--- src/rtl/mul_seq_ctrl.sv ---
// Sequencer for a shift-add multiplier datapath: LOAD, then WIDTH CHECK/SHIFT
// iterations, then a one-cycle DONE. pd_write/alu_add are Mealy on mpr_lsb.
//
// state   | meaning
// --------+------------------------------------------------------------
// S_IDLE  | waiting for start; all strobes low
// S_LOAD  | load operands, clear product register
// S_CHECK | conditionally add multiplicand into product-high (mpr_lsb)
// S_SHIFT | shift product and multiplier right; advance or finish
// S_DONE  | one-cycle done pulse, product valid in datapath
module mul_seq_ctrl #(
  parameter int WIDTH = 8,
  parameter int CW    = $clog2(WIDTH)
) (
  input  logic          clk,
  input  logic          areset,
  input  logic          start,
  input  logic          abort,
  input  logic          mpr_lsb,
  output logic          ld,
  output logic          pd_write,
  output logic          pd_shift,
  output logic          mpr_shift,
  output logic          alu_add,
  output logic          busy,
  output logic          done,
  output logic [CW-1:0] cnt
);

  localparam logic [CW-1:0] LAST = CW'(WIDTH - 1);

  typedef enum logic [2:0] {
    S_IDLE  = 3'd0,
    S_LOAD  = 3'd1,
    S_CHECK = 3'd2,
    S_SHIFT = 3'd3,
    S_DONE  = 3'd4
  } state_t;

  state_t        state_q, state_d;
  logic [CW-1:0] cnt_q, cnt_d;
  logic          ld_q, shift_q, busy_q, done_q;

  // abort is only honoured in the working states; IDLE and DONE ignore it
  always_comb begin
    state_d = state_q;
    cnt_d   = cnt_q;
    case (state_q)
      S_IDLE: begin
        if (start) begin
          state_d = S_LOAD;
          cnt_d   = '0;
        end
      end
      S_LOAD: begin
        cnt_d   = '0;
        state_d = abort ? S_IDLE : S_CHECK;
      end
      S_CHECK: begin
        if (abort) begin
          state_d = S_IDLE;
          cnt_d   = '0;
        end else begin
          state_d = S_SHIFT;
        end
      end
      S_SHIFT: begin
        if (abort) begin
          state_d = S_IDLE;
          cnt_d   = '0;
        end else if (cnt_q == LAST) begin
          state_d = S_DONE;
        end else begin
          state_d = S_CHECK;
          cnt_d   = cnt_q + 1'b1;
        end
      end
      S_DONE: state_d = S_IDLE;
      default: begin
        state_d = S_IDLE;
        cnt_d   = '0;
      end
    endcase
  end

  // Moore strobes are registered from the next state so they align with state_q
  always_ff @(posedge clk or posedge areset) begin
    if (areset) begin
      state_q <= S_IDLE;
      cnt_q   <= '0;
      ld_q    <= 1'b0;
      shift_q <= 1'b0;
      busy_q  <= 1'b0;
      done_q  <= 1'b0;
    end else begin
      state_q <= state_d;
      cnt_q   <= cnt_d;
      ld_q    <= (state_d == S_LOAD);
      shift_q <= (state_d == S_SHIFT);
      busy_q  <= (state_d != S_IDLE);
      done_q  <= (state_d == S_DONE);
    end
  end

  assign ld        = ld_q;
  assign pd_shift  = shift_q;
  assign mpr_shift = shift_q;
  assign busy      = busy_q;
  assign done      = done_q;
  assign cnt       = cnt_q;
  assign pd_write  = (state_q == S_CHECK) & mpr_lsb;
  assign alu_add   = (state_q == S_CHECK) & mpr_lsb;

endmodule
--- config.mk ---
export PLATFORM = sky130hd
export DESIGN_NAME = mul_seq_ctrl
export DESIGN_NICKNAME = d
export VERILOG_FILES = /design/src/rtl/mul_seq_ctrl.sv
export SDC_FILE = /design/constraint.sdc
export NUM_CORES = 1
export LEC_CHECK = 0
export ABC_AREA = 0
export CAP_MARGIN = 10
export CORE_AREA = 5 5 42 44
export CTS_CLUSTER_DIAMETER = 60
export DETAILED_ROUTE_END_ITERATION = 16
export DIE_AREA = 0 0 47 49
export SYNTH_ARGS = -nofsm -noshare
export SYNTH_HDL_FRONTEND = slang
export SYNTH_SLANG_ARGS = --single-unit
--- constraint.sdc ---
create_clock -name clk -period 1.9 [get_ports clk]
set_input_delay 0.285 -clock clk [delete_from_list [all_inputs] [get_ports clk]]
set_output_delay 0.285 -clock clk [all_outputs]
set_load 0.01 [all_outputs]
==> run metrics <==
final hold violation count=0; XOR/XNOR Fraction of Synth Area=0%; WS Path Type=input pin to primary output; Post-Route WL=between 800 and 900 um; initial antenna violation count=0; hold buffers post-CTS=0; DRT Pass-1 Iters=2; Clock Skews=around 0.0040 ns; CTS root buf=clkbuf_4; CP Depth=4; period utilization=roughly 94%; GRT Util Overall=under 10%; HPWL Detailed=620 um; Via Count=roughly 330; setup violators final=0; CTS sink cnt=10; Rows=14; Peak supply drop=between 0.0004 and 0.0005 V; setup slack after placement=around 0.013 ns; Setup Total Neg Slack=0 ns; RePlAce Congestion=around 0.70; cell taking the most area after synthesis=dfrtp_1; worst min path class=input pin to asynchronous set/reset pin; Leakage=0.291 nW; Post-DRT Antenna Nets=0; Skew-Pair Late Insertion Delay=0.26 ns; Die Span X=about 47 um; total power=~560 uW; design area=around 630 sq um; number of max-cap violations=0; Clock Tree Buf Depth=2; fin crit period=around 1.8 ns; first-pass GRT wire length=~1500 um; initial detailed-routing violation count=8; CP delay by family, top=buffers and inverters; Setup crit start kind=input pin; # port buffers=14; post-synthesis sequential area ratio=between 50% and 60%; H-tree depth=1; Critical Path, Cell by Cell=clkdlybuf4s50_1 -> nand2_1 -> nor3_2 -> clkdlybuf4s50_1; Cell Pwr Density=between 800 and 900 mW/mm^2; DRC Markers=0; status=complete, no violations; slowest stage delay, CP=about 0.56 ns; Crit Path Max Fanout=2; R2R depth=5; core area=between 0.001 and 0.0015 sq mm; syn_nets=between 40 and 50; Worst Setup SP=mpr_lsb; vias per inst=~4.7; Die Span Y=49 um; Unique masters post-synth=18; Yosys reg bits=10; mux share of post-synthesis cell area=2.54%; Worst-Margin Slew=0.382 ns; CTS clk-pin slew, worst paths=0.07 ns; crit path DAT=around 1.5 ns; Critical-path top delay cell=clkdlybuf4s50_1; Synth top area share=a little under three fifths; Top cell by count, worst path=clkdlybuf4s50_1; Post-DP Area=592 sq um; I/O Pins=15; Synth Area in Simple Gates=about 17%; fin nets=62; Synth Area in Adders=5.63%; postcts setup bufs=0; synth warn=0; die area=around 0.0023 sq mm; top cells by count, synth=dfrtp_1, nor2_1, nor2b_1; ratio of cells with drive above 1 in the final layout=a little under a fifth; Synth Area in Compound Gates=between 10 and 15%; Max Clk Rate=between 0.5 and 0.6 GHz; Synth Instances=38; Critical Path Sink=alu_add; setup ws final=between 0.1 and 0.15 ns; Fillers=137; largest family of logic cells by synthesized area=simple AND/OR/NAND/NOR gates; antenna cell count=0; CTS buffer count=3; ys flop type=dfrtp_1; RSZ-0062 raised after global routing=no; R2R Path End=cnt[0]$_DFFE_PP0P_; vias in the first global route=~350; EDFF count, synth=0; Final Max Slew Viols=0; syn_area_per_cell=~12 sq um; FFs w/ async S/R, synth=between 90% and 100%; WP buf/inv=2; dominant cells by area after synthesis=dfrtp_1, ha_1, nor2_1, nor2b_1, a22o_1; worst r2r src=cnt[0]$_DFFE_PP0P_; Req. time, crit path=1.62 ns; CP endpoint kind=primary output; maximum number of pins on one net before global-route repair=11; flop2flop setup slack=approximately 0.38 ns; Initial Util=around a third; DR WL/cell=about 12 um; Max-slew headroom=about three quarters; most numerous cell in the Yosys netlist=dfrtp_1; Post-Syn Area=444 sq um; remaining global-route overflow=0; CTS tree=done; layout overhead on the synthesized area=42.8%
## logic make-up after synthesis
logic type | Yosys count
muxes | 1
AOI/OAI and AO/OA | 7
adders and majority gates | 2
and+or+nand+nor | 14
buffers and inverters | 4
DFF | 10
## worst min-delay path by stage
stage / start / to / slack (ns) / cells past startpoint
2_1_floorplan: areset / busy$_DFF_PP0_ / 0.13 / 1
3_3_place_gp: cnt[2]$_DFFE_PP0P_ / cnt[2]$_DFFE_PP0P_ / 0.53 / 1
3_5_place_dp: cnt[1]$_DFFE_PP0P_ / cnt[1]$_DFFE_PP0P_ / 0.52 / 1
4_1_cts: areset / cnt[2]$_DFFE_PP0P_ / 0.31 / 2
5_1_grt: areset / ld$_DFF_PP0_ / 0.32 / 2
6_report: areset / done$_DFF_PP0_ / 0.29 / 2
## layout by cell type, fill, tap and decap left out, types with 2 or more instances in the layout
| cell type | n |
|---|---|
| clkbuf_4 | 3 |
| ha_1 | 2 |
| o21ai_0 | 2 |
| dfrtp_1 | 9 |
| nand2_1 | 2 |
| clkdlybuf4s50_1 | 14 |
| nor2b_1 | 3 |
| nor2_1 | 5 |
| a22o_1 | 2 |
## state kept, by name, summed over array words and instances, names as in the netlist
| signal | cells |
|---|---|
| state_q | 3 |
| done | 1 |
| cnt | 3 |
| mpr_shift | 1 |
| busy | 1 |
| ld | 1 |
## area by class of cell
class                      instances  area (sq um)  share of cell area, %
sequential                        10           251                   39.6
multi-input combinational         24           175                   27.6
timing repair buffer              15           148                   23.3
clock buffer                       4          36.3                   5.72
tap                               16          20.0                   3.16
inverter                           1          3.75                  0.592
## what timing repair did
item	4_1_cts	5_1_grt
setup endpoints to repair	2	2
hold endpoints to repair	0	0
gates cloned	0	0
resized for setup	1	1
## per-layer routing
metal	share of wire, %	up-vias	global-route usage (%)
met1	48	159	12.2
met2	46	8	12.0
met4	0	0	5.53
met5	0	-	0
li1	-	164	-
met3	5.5	0	2.21
## power by group
group / total, mW / internal (mW) / leakage, nW / switching [mW]
Combinational: 0.120 / 0.0677 / 0.138 / 0.0523
Clock: 0.193 / 0.116 / 0.0210 / 0.0763
Sequential: 0.248 / 0.233 / 0.132 / 0.0152
Total: 0.561 / 0.417 / 0.291 / 0.144
## metrics by stage
| stage | hold slack (ns) | util, % | instances |
|---|---|---|---|
| 3_5_place_dp | 0.524 | 42.2 | 66 |
| 6_report | 0.294 | 45.3 | 70 |
| 4_1_cts | 0.308 | 44.9 | 70 |
| 3_3_place_gp | 0.531 | 42.2 | 66 |
| 2_1_floorplan | 0.125 | - | 38 |
| 5_1_grt | 0.324 | 45.3 | 70 |
Note: power is estimated with default switching activity, not from simulation.
